==> src/rtl/name_stream_loader.sv <==
// Streams NDN name words into a small ring of name slots and hands complete,
// zero-masked names to the FIB lookup pipeline over a valid/ready handshake.
module name_stream_loader #(
    parameter int          WORD_SIZE       = 64,
    parameter int          MAX_NAME_LENGTH = 16,
    parameter int          NUM_SLOTS       = 2,
    parameter bit          USE_SENTINEL    = 1'b1,
    parameter logic [63:0] SENTINEL        = 64'h7B7B7D7D,
    parameter int          LEN_W           = $clog2(MAX_NAME_LENGTH + 1)
) (
    input  logic                                 clk,
    input  logic                                 rst,
    input  logic                                 in_valid,
    output logic                                 in_ready,
    input  logic [WORD_SIZE-1:0]                 in_word,
    input  logic                                 in_last,
    output logic                                 out_valid,
    input  logic                                 out_ready,
    output logic [WORD_SIZE*MAX_NAME_LENGTH-1:0] out_name,
    output logic [LEN_W-1:0]                     out_len,
    output logic                                 out_trunc,
    output logic [15:0]                          trunc_count
);

    localparam int PTR_W = (NUM_SLOTS > 1) ? $clog2(NUM_SLOTS) : 1;
    localparam int IDX_W = (MAX_NAME_LENGTH > 1) ? $clog2(MAX_NAME_LENGTH) : 1;
    localparam logic [WORD_SIZE-1:0] SENT_WORD = WORD_SIZE'(SENTINEL);
    localparam logic [LEN_W-1:0]     MAX_LEN   = LEN_W'(MAX_NAME_LENGTH);
    localparam logic [PTR_W-1:0]     LAST_SLOT = PTR_W'(NUM_SLOTS - 1);

    localparam logic [1:0] SLOT_EMPTY   = 2'd0;
    localparam logic [1:0] SLOT_FILLING = 2'd1;
    localparam logic [1:0] SLOT_FULL    = 2'd2;

    localparam logic FILL_IDLE = 1'b0;
    localparam logic FILL_BUSY = 1'b1;

    logic [1:0]           slot_state [NUM_SLOTS];
    logic [LEN_W-1:0]     slot_len   [NUM_SLOTS];
    logic                 slot_trunc [NUM_SLOTS];
    logic [WORD_SIZE-1:0] slot_ram   [NUM_SLOTS][MAX_NAME_LENGTH];

    logic [PTR_W-1:0] wr_ptr;
    logic [PTR_W-1:0] rd_ptr;
    logic [LEN_W-1:0] word_cnt;
    logic             fill_state;
    logic             cur_trunc;

    logic             in_fire;
    logic             out_fire;
    logic             is_sentinel;
    logic             name_end;
    logic             has_room;
    logic             store_word;
    logic             drop_word;
    logic [LEN_W-1:0] next_len;
    logic             rd_full;

    // Handshake: a word moves on in_valid & in_ready, a name on out_valid & out_ready,
    // both at the rising edge; in_ready depends only on registered slot state.
    assign in_ready    = ~rst & (slot_state[wr_ptr] != SLOT_FULL);
    assign in_fire     = in_valid & in_ready;
    assign out_fire    = out_valid & out_ready;
    assign is_sentinel = USE_SENTINEL && (in_word == SENT_WORD);
    assign name_end    = in_last | is_sentinel;
    assign has_room    = word_cnt < MAX_LEN;
    assign store_word  = in_fire & ~is_sentinel & has_room;
    assign drop_word   = in_fire & ~is_sentinel & ~has_room;
    assign next_len    = word_cnt + LEN_W'(store_word);

    always_ff @(posedge clk or posedge rst) begin
        if (rst) begin
            for (int s = 0; s < NUM_SLOTS; s++) begin
                slot_state[s] <= SLOT_EMPTY;
                slot_len[s]   <= '0;
                slot_trunc[s] <= 1'b0;
            end
            wr_ptr      <= '0;
            rd_ptr      <= '0;
            word_cnt    <= '0;
            fill_state  <= FILL_IDLE;
            cur_trunc   <= 1'b0;
            trunc_count <= '0;
        end else begin
            if (in_fire) begin
                if (name_end) begin
                    slot_state[wr_ptr] <= SLOT_FULL;
                    slot_len[wr_ptr]   <= next_len;
                    slot_trunc[wr_ptr] <= cur_trunc | drop_word;
                    wr_ptr             <= (wr_ptr == LAST_SLOT) ? '0 : wr_ptr + 1'b1;
                    word_cnt           <= '0;
                    cur_trunc          <= 1'b0;
                    fill_state         <= FILL_IDLE;
                end else begin
                    if (fill_state == FILL_IDLE) begin
                        slot_state[wr_ptr] <= SLOT_FILLING;
                        fill_state         <= FILL_BUSY;
                    end
                    word_cnt  <= next_len;
                    cur_trunc <= cur_trunc | drop_word;
                end
            end
            // A completing slot is never FULL beforehand, so it cannot be the popped slot.
            if (out_fire) begin
                slot_state[rd_ptr] <= SLOT_EMPTY;
                rd_ptr             <= (rd_ptr == LAST_SLOT) ? '0 : rd_ptr + 1'b1;
                if (slot_trunc[rd_ptr] && (trunc_count != 16'hFFFF)) begin
                    trunc_count <= trunc_count + 16'd1;
                end
            end
        end
    end

    // Word storage is never cleared; stale words are masked on the output side.
    always_ff @(posedge clk) begin
        if (store_word) begin
            slot_ram[wr_ptr][word_cnt[IDX_W-1:0]] <= in_word;
        end
    end

    assign rd_full   = (slot_state[rd_ptr] == SLOT_FULL);
    assign out_valid = rd_full;
    assign out_len   = rd_full ? slot_len[rd_ptr] : '0;
    assign out_trunc = rd_full & slot_trunc[rd_ptr];

    always_comb begin
        out_name = '0;
        for (int i = 0; i < MAX_NAME_LENGTH; i++) begin
            if (rd_full && (LEN_W'(i) < slot_len[rd_ptr])) begin
                out_name[i*WORD_SIZE +: WORD_SIZE] = slot_ram[rd_ptr][i];
            end
        end
    end

endmodule

==> config.mk <==
export PLATFORM = sky130hd
export DESIGN_NAME = name_stream_loader
export DESIGN_NICKNAME = d
export VERILOG_FILES = /design/src/rtl/name_stream_loader.sv
export SDC_FILE = /design/constraint.sdc
export NUM_CORES = 2
export LEC_CHECK = 0
export CORE_AREA = 4 4 437 439
export CTS_CLUSTER_DIAMETER = 30
export DETAILED_ROUTE_END_ITERATION = 7
export DIE_AREA = 0 0 441 443
export HOLD_SLACK_MARGIN = 0.15
export SLEW_MARGIN = 40
export SYNTH_ARGS = -nofsm -noshare
export SYNTH_HDL_FRONTEND = slang
export SYNTH_SLANG_ARGS = --single-unit
export TNS_END_PERCENT = 1
==> constraint.sdc <==
create_clock -name clk -period 6.4 [get_ports clk]
set_clock_uncertainty 0.15 [all_clocks]
set_input_delay 1.28 -clock clk [delete_from_list [all_inputs] [get_ports clk]]
set_output_delay 1.28 -clock clk [all_outputs]
set_load 0.1 [all_outputs]
==> reports/qor.tcl <==
set qor(status) {completed}
set qor(clock_path_buffers) 4
set qor(critPathLaunchType) {flop}
set qor(worst_skew_late_latency_ns) 0.94
set qor(max_freq_ghz) 0.168
set qor(via_per_inst) 5.42
set qor(finish.net_count) 6226
set qor(internal_power_mw) 34.6
set qor(min_delay_path_depth) 1
set qor(antenna_found_initial) 12
set qor(power_frac_clock_pct) 40.6
set qor(max-slew-margin-rel_pct) 37.0
set qor(ff2ff_setup_slack_ns) 2.62
set qor(fin_cells) 8996
set qor(period_needed_ns) 5.97
set qor(placementRows) 159
set qor(post-dp-hpwl_um) 191000
set qor(design_area_um2) 109000
set qor(postSynthRegisterBits) 2089
set qor(drt_iter0_drc) 4577
set qor(detail_route.drc_violations) 0
set qor(synthCells) 4616
set qor(postSynth.asyncResetShare_pct) 1.96
set qor(worst_r2r_startpoint) {wr_ptr}
set qor(initial_utilization_pct) 42.2
set qor(placed_cell_area_um2) 94800
set qor(setup_repair_after_global_routing_missed_its_margin) {false}
set qor(worst_hold_path_type) {reg -> reg}
set qor(synth_area_leader_cell) {sky130_fd_sc_hd__edfxtp_1}
set qor(totalNegativeSetupSlack_ns) 0
set qor(post_synth_cell_types) 59
set qor(synthDominantCellAreaShare_pct) 77.8
set qor(ys_warn_count) 0
set qor(grt_first_pass_wirelength_um) 391000
set qor(worstHoldStart) {trunc_count[10]}
set qor(final-setup-viol-count) 0
set qor(worst-endpoint-arrival_ns) 4.54
set qor(design.die.area_um2) 195000
set qor(antenna_violating_nets_left) 0
set qor(ranking_of_synthesized_cells_by_area) {sky130_fd_sc_hd__edfxtp_1 (78%), sky130_fd_sc_hd__mux2i_1 (13%), sky130_fd_sc_hd__nor2_1 (5.1%)}
set qor(path_class) {reg -> out}
set qor(power_dens_cells_nw_per_um2) 503
set qor(ys.flop_type) {sky130_fd_sc_hd__edfxtp_1}
set qor(cts.sink_count) 2089
set qor(switching_power_mw) 20.5
set qor(post_place_cells) 8211
set qor(numCtsBuffers) 436
set qor(finalWeightedCongestion) 0.872
set qor(cts_resized) 0
set qor(cellLeakagePower_nw) 40.8
set qor(critPathMostFrequentCell) {sky130_fd_sc_hd__buf_4}
set qor(post_synth.cell_area_avg_um2) 17.1
set qor(final_hold_violation_count) 0
set qor(cap_viol_max_count) 0
set qor(placeableCoreArea_um2) 187000
set qor(crit_path_start) {rd_ptr}
set qor(synthesis.area_um2) 79100
set qor(grt_max_degree) 110
set qor(firstDrtPassIters) 6
set qor(hold_slack_ns) 0.342
set qor(fillCellCount) 14200
set qor(power.share.switching_pct) 37.1
set qor(critical_path.slowest_cell) {sky130_fd_sc_hd__dfrtp_4}
set qor(floorplan.die.height_um) 443
set qor(grt-ovfl-total) 0
set qor(number_of_vias_in_the_routed_layout) 48700
set qor(pwr-share-comb_pct) 31.3
set qor(pin_count) 1117
set qor(tritoncts) {yes}
set qor(cp_max_fo) 36
set qor(place.port_buffers) 1116
set qor(post_cts_hold_buffer_count) 0
set qor(root_cell_of_the_clock_tree) {sky130_fd_sc_hd__clkbuf_16}
set qor(critical_path.max_stage_delay_ns) 0.60
set qor(timing_max_transition_violations_final) 0
set qor(rr_worst_depth) 7
set qor(clkSlewWorstSetupHoldPaths_ns) 0.04
set qor(hold_path_end) {trunc_count[10]}
set qor(worst-slew-pin-transition_ns) 0.945
set qor(worst_r2r_endpoint) {slot_ram[1][518]}
set qor(cts_setup_buffers) 0
set qor(totalWireLength_um) 291000
set qor(timing.critical_path.to_type) {primary output}
set qor(groute.usage.overall_pct) 29.0
set qor(number_of_enable_type_register_cells_in_the_synthesized_netlist) 2048
set qor(htreeDepth) 5
set qor(number_of_global_route_vias_before_repair) 48000
set qor(detail_route.wl_per_cell_um) 32.4
set qor(crit_chain) {or3b_1 > and2_1 > inv_1 > buf_4 > o21ai_4 > buf_4 > a21o_4 > buf_4 > nor2_1 > buf_4}
set qor(drive_gt1_share_pct) 31.1
set qor(synth_fp_nets) 4688
set qor(timing.final.crit_share_pct) 93.3
set qor(synth_seq_area_share_pct) 79.1
set qor(die-width_um) 441
set qor(critical_path_required_ns) 4.97
set qor(vdd_drop_max_uv) 346
set qor(area_growth_syn_to_layout_pct) 38.5
set qor(power.share.sequential_pct) 28.1
-- worst max-delay path by stage --
stage / to / slack, ns / depth (start not counted)
after floorplan: out_name[515] / 0.45 / 9
after global placement: slot_ram[1][290] / -0.14 / 10
after detailed placement: slot_ram[1][588] / 1.05 / 10
after CTS: out_name[682] / 0.38 / 10
after global routing: out_name[682] / 0.33 / 10
final: out_name[681] / 0.43 / 10
-- kinds of logic (layout without fill, tap and decap cells) --
group	Yosys count	in the layout	synth area share (%)
muxes	1041	1041	13.2
other	0	3	0
xor gates and xnor gates	19	19	0.210
adders and majority gates	3	3	0.0475
buffers and inverters	244	2126	1.23
AOI/OAI and AO/OA	49	49	0.437
and+or+nand+nor	1171	1171	5.81
DFF	2089	2089	79.1
-- power by group through the flow --
| stage | clock network (mW) | registers [mW] | logic, mW |
|---|---|---|---|
| 4_1_cts | 22.6 | 15.5 | 17.3 |
| 6_report | 22.4 | 15.5 | 17.2 |
| 2_1_floorplan | 0 | 15.7 | 12.2 |
| 5_1_grt | 23.3 | 15.5 | 17.6 |
| 3_3_place_gp | 0 | 15.7 | 17.2 |
| 3_5_place_dp | 0 | 15.7 | 17.2 |
-- worst max-delay path, delay by kind of cell (launching register included) --
| family | cells | cell delay, ns |
|---|---|---|
| and+or+nand+nor | 3 | 1.08 |
| DFF | 1 | 0.60 |
| buffers and inverters | 5 | 1.31 |
| AOI/OAI and AO/OA | 2 | 0.54 |
-- registers in the layout, indices dropped and copies added (netlist names) --
signal,count
trunc_count,16
slot_len,10
slot_trunc,2
rd_ptr,1
word_cnt,5
slot_ram,2048
wr_ptr,1
cur_trunc,1
slot_state,4
fill_state,1
-- through the flow --
stage	power, mW	setup WS [ns]	utilization, %
after floorplan	27.9	0.454	-
after global placement	32.9	-0.144	50.5
after detailed placement	33.0	1.05	50.6
after CTS	55.4	0.379	58.5
after global routing	56.4	0.327	58.5
final	55.1	0.431	58.5
-- synthesized netlist by cell type, types with 6 or more instances --
master	n
sky130_fd_sc_hd__xor2_1	11
sky130_fd_sc_hd__o21ai_0	10
sky130_fd_sc_hd__inv_1	13
sky130_fd_sc_hd__clkbuf_1	172
sky130_fd_sc_hd__buf_2	33
sky130_fd_sc_hd__nor4_1	8
sky130_fd_sc_hd__nor2_1	1081
sky130_fd_sc_hd__mux2i_1	1029
sky130_fd_sc_hd__nor3_1	7
sky130_fd_sc_hd__xnor2_1	8
sky130_fd_sc_hd__nand3_1	10
sky130_fd_sc_hd__o21ai_1	7
sky130_fd_sc_hd__a21oi_1	6
sky130_fd_sc_hd__buf_1	23
sky130_fd_sc_hd__mux2_2	10
sky130_fd_sc_hd__nand2_1	23
sky130_fd_sc_hd__edfxtp_1	2048
sky130_fd_sc_hd__nand4_1	10
sky130_fd_sc_hd__dfrtp_1	41
-- area by class of cell --
| type | instances | area, µm² | area share [%] |
|---|---|---|---|
| Timing Repair Buffer | 1331 | 13000 | 11.9 |
| Inverter | 13 | 48.8 | 0.0446 |
| Multi-Input combinational cell | 2283 | 16100 | 14.7 |
| Tap cell | 2495 | 3120 | 2.85 |
| Antenna cell | 3 | 7.51 | 0.00686 |
| Sequential cell | 2089 | 62500 | 57.1 |
| Clock inverter | 282 | 3460 | 3.16 |
| Clock buffer | 500 | 11200 | 10.3 |
-- layer usage --
metal  track usage [%]  up-vias  routed length (µm)
met5                 0        -                  13
met4              13.9        2               15200
met3              6.42      522               23800
met2              47.5     2699              142000
met1              36.6    25000              110000
li1                  -    20500                   -
-- cell usage in the layout (no fill, tap or decap), types with 50 or more instances in the layout --
cell type,instances
sky130_fd_sc_hd__mux2i_1,1027
sky130_fd_sc_hd__bufinv_16,69
sky130_fd_sc_hd__clkbuf_1,59
sky130_fd_sc_hd__clkinv_2,61
sky130_fd_sc_hd__edfxtp_1,2048
sky130_fd_sc_hd__buf_4,999
sky130_fd_sc_hd__clkbuf_16,439
sky130_fd_sc_hd__nor2_1,1048
sky130_fd_sc_hd__clkdlybuf4s50_1,50
sky130_fd_sc_hd__buf_12,226
sky130_fd_sc_hd__clkinv_1,57
Power figures use the tool's default switching activity.
